==> src/rtl/sm83_regfile.sv <==
// SM83 architectural register file: A, F, B, C, D, E, H, L, SP, PC with 8-bit
// and 16-bit pair access, masked flag writes, pointer steps and a PC shadow stack.
//
// Ports:
//   clk, rst                   clock, synchronous active-high reset
//   rd_sel / rd_data           NUM_RD packed 8-bit read ports (0 B .. 5 L, 6 A, 7 F)
//   wr8_en/_sel/_data          single-byte write
//   wr16_en/_sel/_data         pair write (0 BC, 1 DE, 2 HL, 3 SP, 4 AF, 5 PC)
//   flag_we / flag_in          per-flag write, {Z,N,H,C}
//   pc_inc, sp_inc/dec, hl_inc/dec  pointer steps by one
//   sh_push, sh_pop            PC shadow stack operations
//   pc, sp, hl, flags          registered architectural state
//   sh_full, sh_empty, sh_err  stack status; sh_err is sticky until reset
module sm83_regfile #(
    parameter int unsigned          DATA_W       = 8,
    parameter int unsigned          NUM_RD       = 2,
    parameter bit                   BYPASS       = 1'b0,
    parameter int unsigned          SHADOW_DEPTH = 2,
    parameter logic [2*DATA_W-1:0]  PC_RESET     = '0,
    parameter logic [2*DATA_W-1:0]  SP_RESET     = 16'hFFFE
) (
    input  logic                       clk,
    input  logic                       rst,
    input  logic [NUM_RD*3-1:0]        rd_sel,
    output logic [NUM_RD*DATA_W-1:0]   rd_data,
    input  logic                       wr8_en,
    input  logic [2:0]                 wr8_sel,
    input  logic [DATA_W-1:0]          wr8_data,
    input  logic                       wr16_en,
    input  logic [2:0]                 wr16_sel,
    input  logic [2*DATA_W-1:0]        wr16_data,
    input  logic [3:0]                 flag_we,
    input  logic [3:0]                 flag_in,
    input  logic                       pc_inc,
    input  logic                       sp_inc,
    input  logic                       sp_dec,
    input  logic                       hl_inc,
    input  logic                       hl_dec,
    input  logic                       sh_push,
    input  logic                       sh_pop,
    output logic [2*DATA_W-1:0]        pc,
    output logic [2*DATA_W-1:0]        sp,
    output logic [2*DATA_W-1:0]        hl,
    output logic [3:0]                 flags,
    output logic                       sh_full,
    output logic                       sh_empty,
    output logic                       sh_err
);

    localparam int unsigned PW     = 2 * DATA_W;
    localparam int unsigned DepthW = $clog2(SHADOW_DEPTH + 1);
    localparam int unsigned IdxW   = (SHADOW_DEPTH > 1) ? $clog2(SHADOW_DEPTH) : 1;

    localparam logic [DepthW-1:0] DepthMax = DepthW'(SHADOW_DEPTH);
    localparam logic [PW-1:0]     PairOne  = PW'(1);
    // F keeps only its top four bits
    localparam logic [DATA_W-1:0] FMask    = ~(DATA_W'((1 << (DATA_W - 4)) - 1));

    localparam logic [2:0] RegB = 3'd0, RegC = 3'd1, RegD = 3'd2, RegE = 3'd3;
    localparam logic [2:0] RegH = 3'd4, RegL = 3'd5, RegA = 3'd6, RegF = 3'd7;

    localparam logic [2:0] PairBc = 3'd0, PairDe = 3'd1, PairHl = 3'd2;
    localparam logic [2:0] PairSp = 3'd3, PairAf = 3'd4, PairPc = 3'd5;

    logic [DATA_W-1:0] regs_q [8];
    logic [DATA_W-1:0] regs_d [8];
    logic [DATA_W-1:0] wr_view [8];  // registers as seen after wr8/wr16 only
    logic [7:0]        wr_hit;       // bytes touched by wr8/wr16 this cycle
    logic [PW-1:0]     sp_q, sp_d, pc_q, pc_d, hl_step;

    logic [PW-1:0]     sh_mem_q [SHADOW_DEPTH];
    logic [PW-1:0]     sh_mem_d [SHADOW_DEPTH];
    logic [DepthW-1:0] depth_q, depth_d;
    logic              sh_err_q, sh_err_d, sh_full_q, sh_empty_q;
    logic              st_empty, st_full, pop_ok;
    logic [IdxW-1:0]   top_idx, push_idx;

    // Byte writes: wr8 first so that wr16 overrides it on a shared byte.
    always_comb begin
        wr_view = regs_q;
        wr_hit  = '0;
        if (wr8_en) begin
            wr_view[wr8_sel] = (wr8_sel == RegF) ? (wr8_data & FMask) : wr8_data;
            wr_hit[wr8_sel]  = 1'b1;
        end
        if (wr16_en) begin
            unique case (wr16_sel)
                PairBc: begin
                    {wr_view[RegB], wr_view[RegC]} = wr16_data;
                    wr_hit[RegB] = 1'b1;
                    wr_hit[RegC] = 1'b1;
                end
                PairDe: begin
                    {wr_view[RegD], wr_view[RegE]} = wr16_data;
                    wr_hit[RegD] = 1'b1;
                    wr_hit[RegE] = 1'b1;
                end
                PairHl: begin
                    {wr_view[RegH], wr_view[RegL]} = wr16_data;
                    wr_hit[RegH] = 1'b1;
                    wr_hit[RegL] = 1'b1;
                end
                PairAf: begin
                    wr_view[RegA] = wr16_data[PW-1:DATA_W];
                    wr_view[RegF] = wr16_data[DATA_W-1:0] & FMask;
                    wr_hit[RegA]  = 1'b1;
                    wr_hit[RegF]  = 1'b1;
                end
                default: ;  // SP/PC handled below; 6-7 ignored
            endcase
        end
    end

    // Shadow stack status and effective operations.
    always_comb begin
        st_empty = (depth_q == '0);
        st_full  = (depth_q == DepthMax);
        pop_ok   = sh_pop && !st_empty;
        top_idx  = IdxW'(depth_q - 1'b1);
        push_idx = IdxW'(depth_q);
    end

    // Register next state, lowest priority applied first.
    always_comb begin
        regs_d  = regs_q;
        sp_d    = sp_q;
        pc_d    = pc_q;
        hl_step = {regs_q[RegH], regs_q[RegL]};

        if (hl_inc && !hl_dec) hl_step = hl_step + PairOne;
        else if (hl_dec && !hl_inc) hl_step = hl_step - PairOne;
        regs_d[RegH] = hl_step[PW-1:DATA_W];
        regs_d[RegL] = hl_step[DATA_W-1:0];

        if (sp_inc && !sp_dec) sp_d = sp_q + PairOne;
        else if (sp_dec && !sp_inc) sp_d = sp_q - PairOne;

        if (pc_inc) pc_d = pc_q + PairOne;

        for (int i = 0; i < 4; i++) begin
            if (flag_we[i]) regs_d[RegF][DATA_W-4+i] = flag_in[i];
        end

        for (int i = 0; i < 8; i++) begin
            if (wr_hit[i]) regs_d[i] = wr_view[i];
        end

        if (wr16_en && wr16_sel == PairSp) sp_d = wr16_data;
        if (wr16_en && wr16_sel == PairPc) pc_d = wr16_data;

        if (pop_ok) pc_d = sh_mem_q[top_idx];
    end

    // Shadow stack next state.
    always_comb begin
        sh_mem_d = sh_mem_q;
        depth_d  = depth_q;
        sh_err_d = sh_err_q;
        if (sh_push && sh_pop && !st_empty) begin
            // swap: pop returns the old top, the current PC replaces it
            sh_mem_d[top_idx] = pc_q;
        end else if (sh_push) begin
            if (st_full) begin
                sh_err_d = 1'b1;
            end else begin
                sh_mem_d[push_idx] = pc_q;
                depth_d            = depth_q + 1'b1;
            end
        end else if (sh_pop) begin
            if (st_empty) sh_err_d = 1'b1;
            else depth_d = depth_q - 1'b1;
        end
    end

    always_ff @(posedge clk) begin
        if (rst) begin
            for (int i = 0; i < 8; i++) regs_q[i] <= '0;
            for (int i = 0; i < int'(SHADOW_DEPTH); i++) sh_mem_q[i] <= '0;
            sp_q       <= SP_RESET;
            pc_q       <= PC_RESET;
            depth_q    <= '0;
            sh_err_q   <= 1'b0;
            sh_full_q  <= 1'b0;
            sh_empty_q <= 1'b1;
        end else begin
            regs_q     <= regs_d;
            sh_mem_q   <= sh_mem_d;
            sp_q       <= sp_d;
            pc_q       <= pc_d;
            depth_q    <= depth_d;
            sh_err_q   <= sh_err_d;
            sh_full_q  <= (depth_d == DepthMax);
            sh_empty_q <= (depth_d == '0);
        end
    end

    for (genvar p = 0; p < int'(NUM_RD); p++) begin : g_rd
        logic [2:0] sel;
        assign sel = rd_sel[p*3 +: 3];
        assign rd_data[p*DATA_W +: DATA_W] = BYPASS ? wr_view[sel] : regs_q[sel];
    end

    assign pc       = pc_q;
    assign sp       = sp_q;
    assign hl       = {regs_q[RegH], regs_q[RegL]};
    assign flags    = regs_q[RegF][DATA_W-1 -: 4];
    assign sh_full  = sh_full_q;
    assign sh_empty = sh_empty_q;
    assign sh_err   = sh_err_q;

endmodule

==> config.mk <==
export PLATFORM = sky130hd
export DESIGN_NAME = sm83_regfile
export DESIGN_NICKNAME = d
export VERILOG_FILES = /design/src/rtl/sm83_regfile.sv
export SDC_FILE = /design/constraint.sdc
export NUM_CORES = 1
export LEC_CHECK = 0
export CAP_MARGIN = 5
export CORE_UTILIZATION = 35
export CTS_BUF_LIST = sky130_fd_sc_hd__clkbuf_16
export CTS_CLUSTER_SIZE = 16
export DETAILED_ROUTE_END_ITERATION = 10
export PLACE_DENSITY = 0.58
export SLEW_MARGIN = 10
export SYNTH_ARGS = -nofsm -noshare
export SYNTH_HDL_FRONTEND = slang
export SYNTH_SLANG_ARGS = --single-unit
==> constraint.sdc <==
create_clock -name clk -period 7.6 [get_ports clk]
set_input_delay 1.52 -clock clk [delete_from_list [all_inputs] [get_ports clk]]
set_output_delay 1.52 -clock clk [all_outputs]
set_load 0.02 [all_outputs]
== Word level (Yosys, flattened, before mapping) ==
Cells that the tools add are included.

* Register bits: 133

* Add/subtract/negate cells: 7
* Equality and inequality tests: 10
* Mux-type cells: 60
* Bitwise gates (word level): 6
* $lt $le $gt $ge: 10
* Reductions and logical operators: 34

{| class="wikitable"
|+ Operator list
! kind !! number
|-
| $mux 16 || 17
|-
| $mux 64 || 2
|-
| $mux 32 || 3
|-
| $mux 8 || 10
|-
| $bwmux 32 || 2
|-
| $bwmux 64 || 1
|-
| $add 16x1->16 const B || 3
|-
| $bmux 8 s3 || 2
|-
| $demux 16 s1 || 2
|-
| $sub 16x1->16 const B || 2
|-
| $demux 8 s3 || 1
|-
| $mux 2 || 9
|-
| $reduce_bool 2->1 || 7
|-
| $logic_and 1x1->1 || 13
|-
| $ge 4x4->1 const B || 3
|-
| $not 3->4 || 3
|-
| $reduce_bool 3->1 || 4
|-
| $eq 3x3->1 const B || 3
|-
| $mux 1 || 9
|-
| $eq 3x2->1 const B || 2
|-
| $logic_not 1->1 || 5
|-
| $eq 2x2->1 const B || 2
|-
| $ge 2x2->1 const B || 2
|-
| $logic_not 2->1 || 2
|-
| 15 further kinds || 18
|}

== Longest topological paths before layout ==
Gate-level depths: netlist of run 1.

* Depth after elaboration: 10
* Gate-level depth with buffers: 12

== Least setup slack after synthesis of run 1 ==
OpenSTA, ideal clock, no wires.

* Path kind: input to output
* Start: input rd_sel[3]
* End: output rd_data[12]
* Setup slack: 3.014 ns
* Arrival time: 3.066 ns
* Stages on the path: 4
* Buffers on the path: 2
* Cells stage by stage: clkbuf_1 > buf_2 > mux4_2 > mux2_2

* Cells in the longest elaborated chain, start to end: 4

{| class="wikitable"
|+ RTL lines
! item !! line !! source
|-
| start: declaration || 24 || <nowiki>input logic [NUM_RD*3-1:0] rd_sel,</nowiki>
|-
| $not 3->4 (not written as such) || 200 || <nowiki>assign rd_data[p*DATA_W +: DATA_W] = BYPASS ? wr_view[sel] : regs_q[sel];</nowiki>
|-
| $bmux 8 s3 || 200 ||
|-
| $mux 8 (not written as such) (2 in series) || 200 ||
|-
| end: declaration || 25 || <nowiki>output logic [NUM_RD*DATA_W-1:0] rd_data,</nowiki>
|}

No other way between the ends. The select of a mux whose other input is x is not followed.

== Final worst setup path of run 1 ==
* Start: input rd_sel[0]
* End: output rd_data[1]

The elaborated chain is that of the path after synthesis.

==> results of run 1 <==
-- worst paths after layout --
check | end | startpoint
max | rd_data[1] | rd_sel[0]
min | sh_err | sh_err
max reg2reg | sh_mem_q[5] | depth_q[0]
min reg2reg | sh_err | sh_err
-- kinds of logic (layout without fill, tap and decap cells) --
family / after synthesis / in the layout / synth area share [%]
AOI/OAI and AO/OA: 235 / 235 / 17.5
xor gates and xnor gates: 37 / 37 / 3.59
adders and majority gates: 41 / 41 / 5.85
buffers and inverters: 107 / 177 / 5.45
DFF: 133 / 133 / 29.5
muxes: 142 / 142 / 20.4
and+or+nand+nor: 344 / 344 / 17.7
-- power groups by stage --
stage          combinational (uW)  sequential [uW]  clock [uW]
2_1_floorplan                 595              851           0
3_3_place_gp                  841              872           0
3_5_place_dp                  847              871           0
4_1_cts                       853              857         905
5_1_grt                       936              864         939
6_report                      853              857         894
-- routing by layer --
layer / wire length [um] / global-route usage (%)
met1: 13600 / 31.3
met2: 13100 / 34.3
met3: 2110 / 4.46
met4: 629 / 7.29
met5: 14 / 0
-- area by class of cell --
type / instances / area, um2 / area share [%]
multi-input combinational: 799 / 5870 / 53.7
sequential: 133 / 2660 / 24.4
timing repair buffer: 132 / 1300 / 11.9
clock buffer: 17 / 425 / 3.89
tap: 330 / 413 / 3.78
clock inverter: 15 / 203 / 1.86
inverter: 13 / 48.8 / 0.447
-- placed cells by master (no fill, tap or decap), types with 24 or more instances in the layout --
cell,instances
a211oi_1,61
a21oi_1,51
clkdlybuf4s50_1,124
dfxtp_1,133
ha_1,39
mux2i_1,93
mux4_2,32
nand2_1,66
nor2_1,149
o211ai_1,24
o21ai_0,37
-- registers in the layout (all words and copies together), names as in the netlist --
signal / count
hl: 16
depth_q: 2
sh_mem_q: 32
sh_empty: 1
regs_q: 44
flags: 4
sh_err: 1
pc: 16
sp: 16
sh_full: 1
-- metrics by stage --
step	hold slack [ns]	setup WS, ns	util (%)
3_3_place_gp	0.465	1.95	40.8
5_1_grt	0.508	1.78	43.3
4_1_cts	0.476	1.89	43.3
2_1_floorplan	0.442	3.01	-
6_report	0.473	1.95	43.3
3_5_place_dp	0.463	1.90	40.8
-- worst register-to-register path, cell delays in order (launching register included) --
cell,delay [ns]
dfxtp_1,0.29
buf_4,0.23
inv_1,0.21
ha_1,0.19
nand2b_1,0.62
nor2_1,0.14
o21ai_2,0.49
buf_4,0.35
mux2i_1,0.22
nor2_1,0.05
==> flow_summary.json, run 1 <==
{
  "postSynthCellCount": 1039,
  "yosysSeqAreaShare_pct": 29.5,
  "cts_hold_buf": 0,
  "reg2reg_depth": 9,
  "finalHoldViolCount": 0,
  "dr.pass1.iters": 5,
  "dp_hpwl_um": 20900,
  "hp-class": "register to register",
  "io_pins": 126,
  "crit_arrival_ns": 4.13,
  "path_clk_slew_ns": 0.06,
  "fin_cells": 1439,
  "syn_area_mm2": 0.00902,
  "cp-end-kind": "output port",
  "worst_pin_slew_ns": 1.11,
  "grt_max_degree": 70,
  "synthTopCellsByArea": "dfxtp_1, mux2i_1, mux4_2",
  "postRouteAntennaNets": 0,
  "slew_headroom_pct": 26.0,
  "drt-initial-drc-count": 682,
  "power_density_mw_per_mm2": 238,
  "p_leak_uw": 0.00416,
  "vias": 8059,
  "design_area_mm2": 0.0109,
  "fmax_ghz": 0.177,
  "pwr-share-clk_pct": 34.3,
  "ctsResizeCount": 0,
  "clockRootBuffer": "clkbuf_16",
  "drc": 0,
  "crit_chain": "clkdlybuf4s50_1 -> mux4_2 -> mux2_2 -> clkdlybuf4s50_1",
  "synth_nets": 1135,
  "critPathKind": "primary input to output port",
  "crit_fanout": 16,
  "post_cts.repair.setup_buffers": 0,
  "synthArstFlopShare_pct": 0,
  "cts_tree": "built",
  "clk_latency_ns": 0.43,
  "die_area_mm2": 0.0264,
  "cap_violations": 0,
  "ys.warnings.count": 0,
  "ys.flop_type": "dfxtp_1",
  "grt_use_total_pct": 22.4,
  "antenna_cells": 0,
  "numCtsBuffers": 17,
  "core_area_mm2": 0.0253,
  "path_buf_inv": 2,
  "place_congestion": 0.879,
  "avgSynthCellArea_um2": 8.68,
  "cp.required_ns": 6.08,
  "fin_crit_ns": 5.65,
  "wl_um": 29400,
  "p_sw_share_pct": 34.2,
  "p_switching_uw": 891,
  "cp.depth": 4,
  "clockBufferDepth": 2,
  "overflow": 0,
  "report.final.slew_viol_count": 0,
  "finalPower_uw": 2600,
  "worst_path_most_repeated_cell": "clkdlybuf4s50_1",
  "start_kind": "primary input",
  "nets": 1192,
  "peakVddDrop_mv": 0.151,
  "cp_top_family": "buffers and inverters",
  "die_x_um": 163,
  "finalSetupTns_ns": 0,
  "clock_skew_ns": 0.0152,
  "max_stage_delay_ns": 1.16,
  "grt_pass1_wl_um": 44900,
  "finalSetupViolCount": 0,
  "status": "finished clean",
  "dp.cells": 1407,
  "htree_levels": 4,
  "yosysTopAreaCell": "dfxtp_1",
  "synth_commonest_cells": "nor2_1, dfxtp_1, mux2i_1, nand2_1, a211oi_1",
  "synth_enable_flop_cells": 0,
  "drive_gt1_share_pct": 9.29,
  "p_int_uw": 1710,
  "wire_per_inst_um": 20.4,
  "start_util_pct": 35.7,
  "min_period_over_period_pct": 74.3,
  "reg2reg_slack_ns": 4.66,
  "combPwrFrac_pct": 32.7,
  "clock-sinks": 133,
  "min_path_cells": 2,
  "synth_top_area_share_pct": 29.5,
  "yosysMostFrequentCell": "nor2_1",
  "rows": 58,
  "syn2layout_area_growth_pct": 21.1,
  "avgViaCountPerCell": 5.60,
  "synth-seq-cells": 133,
  "num-fill-cells": 2487,
  "rsz0062_at_grt": "no",
  "slowest_stage": "clkdlybuf4s50_1",
  "p_seq_share_pct": 32.9,
  "grt_pass1_vias": 7419,
  "dpl_cell_area_mm2": 0.0103,
  "portBuffers": 125,
  "ys_types": 61,
  "die_height_um": 163,
  "antenna_found_initial": 1
}
No activity file was read; power rests on OpenSTA's default activity.
==> run 2: changes to the inputs <==
--- a/config.mk
+++ b/config.mk
@@ -10,7 +10,7 @@
 export CTS_BUF_LIST = sky130_fd_sc_hd__clkbuf_16
 export CTS_CLUSTER_SIZE = 16
 export DETAILED_ROUTE_END_ITERATION = 10
-export PLACE_DENSITY = 0.58
+export PLACE_DENSITY = 0.6
 export SLEW_MARGIN = 10
 export SYNTH_ARGS = -nofsm -noshare
 export SYNTH_HDL_FRONTEND = slang
==> constraint.sdc (replaced) <==
create_clock -name clk -period 4.75 [get_ports clk]
set_input_delay 0.95 -clock clk [delete_from_list [all_inputs] [get_ports clk]]
set_output_delay 0.95 -clock clk [all_outputs]
set_load 0.02 [all_outputs]
==> run 2 against run 1 <==
Final area rose by 0.28%. Critical path depth rose by 1. Wire length fell by 1.5%. Hold slack improved by 0.012 ns. Non-clock buffer count rose by 8. Sequential power rose by 60%. Power rose by 57%. Sequential share of layout area fell by 0.067 points. Clock power rose by 51%.
==> flow_summary.json, run 2 (synthesized netlist as in run 1, its figures left out) <==
{
  "vias": 8101,
  "avgViaCountPerCell": 5.59,
  "fin_crit_ns": 4.06,
  "rsz0062_at_grt": "no",
  "fmax_ghz": 0.246,
  "final_cell_mix": "nor2_1, dfxtp_1, clkdlybuf4s50_1",
  "dp.cells": 1415,
  "overflow": 0,
  "crit_arrival_ns": 3.11,
  "clockBufferDepth": 2,
  "cap_violations": 0,
  "wire_per_inst_um": 20.0,
  "grt_pass1_vias": 7564,
  "status": "finished clean",
  "num-fill-cells": 2508,
  "path_clk_slew_ns": 0.06,
  "grt_max_degree": 67,
  "start_util_pct": 35.7,
  "report.final.slew_viol_count": 0,
  "wl_um": 29000,
  "postRouteAntennaNets": 0,
  "power_density_mw_per_mm2": 373,
  "dp_hpwl_um": 20900,
  "numCtsBuffers": 17,
  "finalHoldViolCount": 0,
  "post_cts.repair.setup_buffers": 0,
  "cp.required_ns": 3.80,
  "clk_latency_ns": 0.43,
  "nets": 1200,
  "largest_reg_flops": 44,
  "hp-class": "register to register",
  "antenna_found_initial": 0,
  "dr.pass1.iters": 5,
  "core_area_mm2": 0.0253,
  "largest-register": "regs_q",
  "slew_headroom_pct": 21.3,
  "die_x_um": 163,
  "critPathKind": "primary input to output port",
  "ctsResizeCount": 0,
  "clock_skew_ns": 0.0101,
  "clockRootBuffer": "clkbuf_16",
  "cp-end-kind": "output port",
  "drt-initial-drc-count": 624,
  "rows": 58,
  "worst_pin_slew_ns": 1.17,
  "multiInputGateArea_mm2": 0.00587,
  "htree_levels": 4,
  "syn2layout_area_growth_pct": 21.5,
  "finalSetupTns_ns": 0,
  "grt_use_total_pct": 22.1,
  "io_pins": 126,
  "place_congestion": 0.885,
  "p_leak_uw": 0.00418,
  "layout_commonest_cell": "nor2_1",
  "drive_gt1_share_pct": 10.1,
  "cts_tree": "built",
  "clock-sinks": 133,
  "cts_hold_buf": 0,
  "portBuffers": 125,
  "utilization_pct": 43.4,
  "die_area_mm2": 0.0264,
  "min_period_over_period_pct": 85.4,
  "finalSetupViolCount": 0,
  "grt_pass1_wl_um": 44300,
  "register_area_mm2": 0.00266,
  "drc": 0,
  "die_height_um": 163,
  "start_kind": "primary input",
  "crit_fanout": 9,
  "reg_top3": "regs_q: 44 flops, sh_mem_q: 32 flops",
  "fin_cells": 1448,
  "peakVddDrop_mv": 0.217
}
-- run 2: cell type report --
cell class / instances / area share [%]
diodes: 1 / 0.0228
clock buffers: 17 / 3.88
clock inverters: 15 / 1.55
inverters: 13 / 0.445
multi-input cells: 799 / 53.6
flip-flops and latches: 133 / 24.3
well taps: 330 / 3.77
repair buffers: 140 / 12.4
-- run 2: worst paths after layout --
path	startpoint	endpoint	slack, ns	cells past startpoint
setup / recovery	rd_sel[4]	rd_data[10]	0.69	5
hold / removal	regs_q[0]	regs_q[0]	0.48	1
hold reg to reg	regs_q[0]	regs_q[0]	0.48	1
setup reg to reg	depth_q[0]	sh_mem_q[8]	1.74	10
-- run 2: worst max-delay path, stage by stage --
cell and delay (ns):
clkdlybuf4s50_1 0.73, buf_4 0.27, mux4_2 0.31, mux2_2 0.29
clkdlybuf4s50_1 0.55
-- run 2: layer usage --
metal / GRT usage, % / vias up / wire (um)
met5: 0 / - / 0
met4: 6.86 / 0 / 702
met3: 4.61 / 40 / 2090
met2: 35.2 / 287 / 13000
met1: 29.7 / 3860 / 13100
li1: - / 3914 / -
-- run 2: per-stage QoR --
stage | setup slack (ns) | total power (uW) | hold slack, ns | area [um2]
6_report | 0.693 | 4090 | 0.485 | 11000
2_1_floorplan | 1.30 | 2310 | 0.442 | 9020
4_1_cts | 0.691 | 4110 | 0.482 | 11000
5_1_grt | 0.611 | 4300 | 0.499 | 11000
3_3_place_gp | 0.687 | 2740 | 0.464 | 10400
3_5_place_dp | 0.604 | 2760 | 0.464 | 10400
-- run 2: report_power, final --
group	switching, uW	internal [uW]
Sequential	157	1210
Combinational	722	645
Clock	562	786
Total	1440	2650
==> run 3: changes to the inputs <==
--- a/config.mk
+++ b/config.mk
@@ -10,6 +10,7 @@
 export CTS_BUF_LIST = sky130_fd_sc_hd__clkbuf_16
 export CTS_CLUSTER_SIZE = 16
 export DETAILED_ROUTE_END_ITERATION = 10
+export MAX_ROUTING_LAYER = met4
 export PLACE_DENSITY = 0.6
 export SLEW_MARGIN = 10
 export SYNTH_ARGS = -nofsm -noshare
==> run 3 against run 2 <==
Clock power barely moved. Combinational power hardly changed. Fmax is 0.18% lower. Flip-flop and latch count stayed put. Register-to-register slack is essentially flat. Non-clock buffer count stayed put. Worst setup slack worse by 0.0073 ns. Hold slack better by 0.0023 ns. Power about the same. Critical path type unchanged. Critical endpoint unchanged. Largest power group unchanged.
==> flow_summary.json, run 3 (synthesized netlist as in run 1, its figures left out) <==
{
  "layout_commonest_cell": "nor2_1",
  "cts_hold_buf": 0,
  "rows": 58,
  "nets": 1200,
  "htree_levels": 4,
  "cts_tree": "built",
  "final_cell_mix": "nor2_1, dfxtp_1, clkdlybuf4s50_1",
  "grt_max_degree": 67,
  "start_kind": "primary input",
  "drc": 0,
  "clock-sinks": 133,
  "die_area_mm2": 0.0264,
  "fmax_ghz": 0.246,
  "utilization_pct": 43.4,
  "drive_gt1_share_pct": 10.1,
  "rr_startpoint": "depth_q[0]",
  "clockRootBuffer": "clkbuf_16",
  "finalHoldViolCount": 0,
  "fin_crit_ns": 4.06,
  "overflow": 0,
  "min_period_over_period_pct": 85.6,
  "largest_reg_flops": 44,
  "fin_cells": 1447,
  "wire_per_inst_um": 20.1,
  "cp-end-kind": "output port",
  "place_congestion": 0.904,
  "finalSetupTns_ns": 0,
  "antenna_cells": 0,
  "report.final.slew_viol_count": 0,
  "clockBufferDepth": 2,
  "setup.worst_path.start": "rd_sel[4]",
  "crit_arrival_ns": 3.11,
  "peakVddDrop_mv": 0.217,
  "vias": 8098,
  "dp_hpwl_um": 20900,
  "cp.required_ns": 3.80,
  "die_height_um": 163,
  "worst_pin_slew_ns": 1.22,
  "io_pins": 126,
  "syn2layout_area_growth_pct": 21.4,
  "slew_headroom_pct": 18.3,
  "hp-class": "register to register",
  "clk_latency_ns": 0.43,
  "power_density_mw_per_mm2": 373,
  "wl_um": 29100,
  "start_util_pct": 35.7,
  "antenna_found_initial": 0,
  "hp-start": "regs_q[0]",
  "min_path_cells": 1,
  "critPathKind": "primary input to output port",
  "finalSetupViolCount": 0,
  "status": "finished clean",
  "dp.cells": 1415,
  "postRouteAntennaNets": 0,
  "post_cts.repair.setup_buffers": 0,
  "drt-initial-drc-count": 626,
  "grt_pass1_vias": 7569,
  "p_leak_uw": 0.00418,
  "ctsResizeCount": 0,
  "reg2reg_depth": 10,
  "rsz0062_at_grt": "no",
  "die_x_um": 163,
  "numCtsBuffers": 17,
  "grt_pass1_wl_um": 44200,
  "core_area_mm2": 0.0253,
  "grt_use_total_pct": 22.7,
  "path_clk_slew_ns": 0.06,
  "clock_skew_ns": 0.00979,
  "portBuffers": 125,
  "largest-register": "regs_q",
  "dr.pass1.iters": 5,
  "cap_violations": 0,
  "avgViaCountPerCell": 5.60,
  "crit_fanout": 9,
  "reg_top3": "regs_q: 44 flops, sh_mem_q: 32 flops"
}
[run 3: layer usage]
layer | wire [um] | GRT usage, %
met3 | 1860 | 4.46
met2 | 13200 | 35.2
met4 | 629 | 6.86
met1 | 13400 | 29.7
met5 | 0 | -
[run 3: worst paths after layout]
check | slack, ns | endpoint
setup / recovery | 0.69 | rd_data[10]
hold reg to reg | 0.49 | regs_q[0]
setup reg to reg | 1.73 | sh_mem_q[8]
hold / removal | 0.49 | regs_q[0]
[run 3: power by group]
group	total [uW]	internal (uW)	switching (uW)
sequential	1370	1210	157
clock	1350	786	563
combinational	1370	645	723
[run 3: worst max-delay path: stages]
cell             delay, ns
clkdlybuf4s50_1       0.73
buf_4                 0.27
mux4_2                0.31
mux2_2                0.29
clkdlybuf4s50_1       0.55
[run 3: layout make-up]
type / instances / area (um2)
Tap cell: 330 / 413
Clock inverter: 15 / 170
Multi-Input combinational cell: 799 / 5870
Timing Repair Buffer: 140 / 1360
Inverter: 13 / 48.8
Fill cell: 2508 / 14300
Clock buffer: 17 / 425
Sequential cell: 133 / 2660
[run 3: per-stage QoR]
step                      setup slack (ns)  hold WS [ns]  cell area, um2  total power [uW]
after global placement               0.687         0.464           10400              2740
after floorplan                       1.30         0.442            9020              2310
after CTS                            0.691         0.482           11000              4110
final                                0.686         0.487           11000              4090
after detailed placement             0.604         0.464           10400              2760
after global routing                 0.611         0.499           11000              4300
==> edit 1 (settings of run 3) <==
Set the parameter `BYPASS` to 1'b1 (it was 1'b0).
--- a/src/rtl/sm83_regfile.sv
+++ b/src/rtl/sm83_regfile.sv
@@ -16,3 +16,3 @@
     parameter int unsigned          NUM_RD       = 2,
-    parameter bit                   BYPASS       = 1'b0,
+    parameter bit                   BYPASS       = 1'b1,
     parameter int unsigned          SHADOW_DEPTH = 2,
Behaviour: not the same (Yosys sat finds a counterexample within 4 cycles, from zero or initial values and one cycle with rst high).
==> edit 1 against run 3 <==
  * Total power grew 6.1%
  * Synthesized cell count grew 17%
  * Synthesized area grew 7.4%
  * Wire length grew 12%
  * Sequential cell count is the same
  * Cell area grew 11%
  * Setup slack lost 0.57 ns
==> edit 1: results (changes against run 3) <==
| Metric | Value |
|---|---|
| NumNets Final | `1422 (+19%)` |
| Initial antenna violation count | `5 (+5)` |
| Crit path to | `rd_data[7]` |
| Critical Path Start | `wr8_sel[0]` |
| Hold EP | `sh_err$_SDFFE_PP0P_` |
| Synth cell types | `70 (+15%)` |
| Vias in the first global route | `8734 (+15%)` |
| Mux contribution to synthesized area | `15.5% (-4.9 points)` |
| Ys Warns | `0 (unchanged)` |
| Hold Startpoint | `sh_err$_SDFFE_PP0P_` |
| Post-DP Area | `11500 um^2 (+11%)` |
| Peak VDD IR | `0.000231 V (+6.1%)` |
| Pleak | `0.00497 uW (+19%)` |
| Worst slew pin tran | `1.07 ns (-0.152 ns)` |
| DR vias/cell | `5.60 (+0.13%)` |
| Worst Path Max Fanout | `10 (+1)` |
| # port buffers | `125 (unchanged)` |
| Comb_multi_in | `958 (+20%)` |
| Ant. Diodes | `5 (+5)` |
| Critical path's largest stage delay | `0.57 ns (-0.16 ns)` |
| Fill cells | `2707 (+7.9%)` |
| Area of the multi-input gates | `6460 um^2 (+10%)` |
| Largest net degree at the start of global routing | `95 (+42%)` |
| GPL Wtd Cong | `0.945 (+4.6%)` |
| Data buffer area share | `16.0% (+3.6 points)` |
| Setup slack, reg-to-reg | `1.92 ns (+0.19 ns)` |
| Post-Synth XOR/XNOR Area | `3.53% (-0.067 points)` |
| Seq/Total Area, Yosys | `27.5% (-2.0 points)` |
| Detail Placement HPWL | `24100 um (+15%)` |
| WHS Path Cells | `2 (+1)` |
| Area delta synth->final | `25.5%` |
| Most area-consuming cells after synthesis | `dfxtp_1 (27%), mux2i_1 (12%), nor2_1 (6.7%)` |
| Switching Share | `38.4% (+3.1 points)` |
| Bufs w/o clock | `198 (+41%)` |
| Total track usage | `23.6% (+0.85 points)` |
| Clock skew | `0.0123 ns (+0.00254 ns)` |
| Comb power frac | `38.1% (+4.6 points)` |
| Global-route wire length before repair | `50100 um (+13%)` |
| H-tree Lvls | `4 (unchanged)` |
| Synth cell count leaders | `nor2_1 (173), dfxtp_1 (133), mux2i_1 (112)` |
| Share of layout cells above drive strength 1 | `11.4% (+1.3 points)` |
| Syn_nets | `1314 (+16%)` |
| Worst EP arrival | `3.68 ns (+0.57 ns)` |
| CTS Buffer Depth | `2 (unchanged)` |
| Compound-cell area share of the yosys netlist | `19.8% (+2.4 points)` |
| Syn avg cell area | `7.95 um^2 (-8.4%)` |
| TritonRoute pass-1 iters | `5 (unchanged)` |
| Initial detailed-routing violation count | `803 (+28%)` |
| Detailed Route WL | `32600 um (+12%)` |
| Reg-to-Reg Start | `depth_q[0]$_SDFF_PP0_` |
| Clk cell area share | `4.81% (-0.62 points)` |
| Inverters | `18 (+5)` |
| Clk Latency, worst-skew pair | `0.44 ns` |
| Adder-Cell Fraction of Synth Area | `5.45% (-0.40 points)` |
| R2R Path End | `sh_mem_q[20]$_SDFFE_PP0P_` |
| Main synth FF type | `dfxtp_1` |
| Status | `finished, final reports clean` |
==> edit 1: cell types whose count changed in the layout (fill, tap and decap cells not counted), moves of 10 or more <==
cell / change
a211oi_1: -26
a21oi_1: +55
buf_12: +10
buf_4: +47
mux2i_1: +19
mux4_2: -20
nand2_1: +25
nor2_1: +24
nor2b_1: +17
o211ai_1: -13
o21ai_0: +22
==> edit 1: through the flow <==
stage	hold slack [ns]	worst slack [ns]	power (uW)	std cells
4_1_cts	0.484	0.0625	4350	1680
6_report	0.477	0.117	4340	1685
3_3_place_gp	0.455	-0.0564	3000	1648
2_1_floorplan	0.448	1.13	2450	1218
5_1_grt	0.511	0.000921	4560	1685
3_5_place_dp	0.470	-0.0865	3010	1648
==> edit 1: cell families after synthesis <==
group                    Yosys count
XOR/XNOR                          39
multiplexers                     134
AND/OR/NAND/NOR                  436
flip-flops                       133
adder cells (fa/ha/maj)           41
AO/OA/AOI/OAI                    308
buffers and inverters            127
==> edit 1: worst max-delay path: cells and delay by family <==
| family | cells | cell delay, ns |
|---|---|---|
| simple gates | 2 | 0.39 |
| compound gates | 1 | 0.22 |
| buf+inv | 4 | 1.31 |
| mux | 3 | 0.81 |
==> edit 1: per-layer routing <==
| layer | vias up | global-route usage [%] | part of all wire [%] |
|---|---|---|---|
| met1 | 4436 | 31.0 | 45 |
| met5 | - | - | 0 |
| li1 | 4605 | - | - |
| met4 | 0 | 8.18 | 2.6 |
| met2 | 342 | 35.5 | 45 |
| met3 | 59 | 5.08 | 7.1 |
==> edit 1: repair_timing <==
item                       CTS  global route
setup endpoints to repair   13            16
pin swaps                    0             1
gates resized for setup      4            15
setup buffers                0             0
cloned                       0             0
==> edit 2 (flow settings as in run 3) <==
Made on the original files. Register the output `flags`, with the module's reset; this adds one clock of latency there. The other outputs are not delayed to match. Comments in the files are not updated.
--- a/src/rtl/sm83_regfile.sv
+++ b/src/rtl/sm83_regfile.sv
@@ -205,3 +205,9 @@
     assign hl       = {regs_q[RegH], regs_q[RegL]};
-    assign flags    = regs_q[RegF][DATA_W-1 -: 4];
+    always_ff @(posedge clk) begin
+        if (rst) begin
+            flags <= '0;
+        end else begin
+            flags <= regs_q[RegF][DATA_W-1 -: 4];
+        end
+    end
     assign sh_full  = sh_full_q;
Check against the original RTL: not equivalent (Yosys sat finds a counterexample within 4 cycles, from zero or initial values and one cycle with rst high).
==> edit 2 against run 3 <==
  * Setup slack lost 0.050 ns
  * Total power grew 2.6%
  * Largest cell class unchanged
  * Die area grew 3.1%
  * Non-clock buffer count shrank 2
  * Sequential cell count grew 4
  * Cell area grew 1.8%
  * Largest power group unchanged
  * Synthesized area grew 3.1%
  * Critical endpoint is now rd_data[15]
  * Wire length grew 3.4%
==> edit 2: results (changes against run 3) <==
| Metric | Value |
|---|---|
| Syn_nets | `1149 (+1.2%)` |
| Most area-consuming cells after synthesis | `dfxtp_1 (29%), mux2i_1 (10%), mux4_2 (7.7%)` |
| Postcts setup bufs | `0 (unchanged)` |
| Syn avg cell area | `8.83 um^2 (+1.8%)` |
| Clock skew | `0.0121 ns (+0.00229 ns)` |
| Synth cell types | `76 (+25%)` |
| Initial detailed-routing violation count | `682 (+8.9%)` |
| Minimum clock period | `4.11 ns (+0.0502 ns)` |
| Ant. Diodes | `3 (+3)` |
| Comb_multi_in | `797 (-0.25%)` |
| Data buffer area share | `12.1% (-0.36 points)` |
| Initial antenna violation count | `4 (+4)` |
| Share of layout cells above drive strength 1 | `10.3% (+0.21 points)` |
| Fraction of area in multi-input gates | `53.7% (+0.058 points)` |
| Area delta synth->final | `19.9%` |
| Placed Cells | `1426 (+0.78%)` |
| Critical path's largest stage delay | `0.96 ns (+0.23 ns)` |
| Peak VDD IR | `0.000171 V (-21%)` |
| Top Registers | `regs_q (48), sh_mem_q (32)` |
| Mux contribution to synthesized area | `20.1% (-0.30 points)` |
| Adder-Cell Fraction of Synth Area | `5.68% (-0.18 points)` |
| Post-route insts no fill | `1461 (+0.97%)` |
| Worst EP arrival | `3.16 ns (+0.05 ns)` |
| Setup slack, reg-to-reg | `1.67 ns (-0.06 ns)` |
| Total track usage | `23.0% (+0.28 points)` |
| Pleak | `0.00436 uW (+4.3%)` |
| Synth cell count leaders | `nor2_1 (147), dfxtp_1 (137), mux2i_1 (96)` |
| Detailed Route WL | `30000 um (+3.4%)` |
| Clk cell area share | `5.22% (-0.22 points)` |
| Pre-CTS setup slack | `0.598 ns (-0.00623 ns)` |
| Largest net degree at the start of global routing | `101 (+51%)` |
| DR vias/cell | `5.68 (+1.5%)` |
| NumNets Final | `1206 (+0.50%)` |
| Status | `finished, final reports clean` |
| Sequential share of cell area | `24.6% (+0.28 points)` |
| Flops & latches, synth | `137 (+3.0%)` |
| Vias in the first global route | `7674 (+1.4%)` |
| Inverters | `19 (+6)` |
| Rel. slew slack | `26.7% (+8.5 points)` |
| Detail Placement HPWL | `21500 um (+2.8%)` |
| PwrDens | `376 nW/um^2 (+0.72%)` |
| GPL Wtd Cong | `0.902 (-0.20%)` |
| Compound-cell area share of the yosys netlist | `18.3% (+0.81 points)` |
| Seq/Total Area, Yosys | `29.5% (-0.037 points)` |
| Post-Synth XOR/XNOR Area | `3.30% (-0.30 points)` |
-- edit 2: cell count changes after synthesis, moves of 6 or more --
cell,change
nand2b_1,-12
nor2b_1,-6
a21o_1,+15
xnor2_1,-6
nand4_1,+7
inv_1,+6
clkbuf_1,-8
o21ai_1,-7
o211ai_1,-10
buf_2,+6
-- edit 2: report_power, final --
group	switching [uW]	internal [uW]	total, uW
logic	760	674	1430
clock network	593	741	1330
registers	171	1260	1430
-- edit 2: worst paths after layout --
path | start | endpoint
max | rd_sel[4] | rd_data[15]
min | sh_mem_q[24]$_SDFFE_PP0P_ | pc[8]$_SDFFE_PP0P_
max reg2reg | depth_q[0]$_SDFF_PP0_ | sh_mem_q[13]$_SDFFE_PP0P_
min reg2reg | sh_mem_q[24]$_SDFFE_PP0P_ | pc[8]$_SDFFE_PP0P_
-- edit 2: per-layer routing --
layer  routed length (um)  vias up  GRT usage [%]
li1                     -     3989              -
met1                13200     3954           29.9
met2                13400      291           34.0
met3                 2430       65           5.83
met4                 1030        0           8.97
met5                    0        -              -
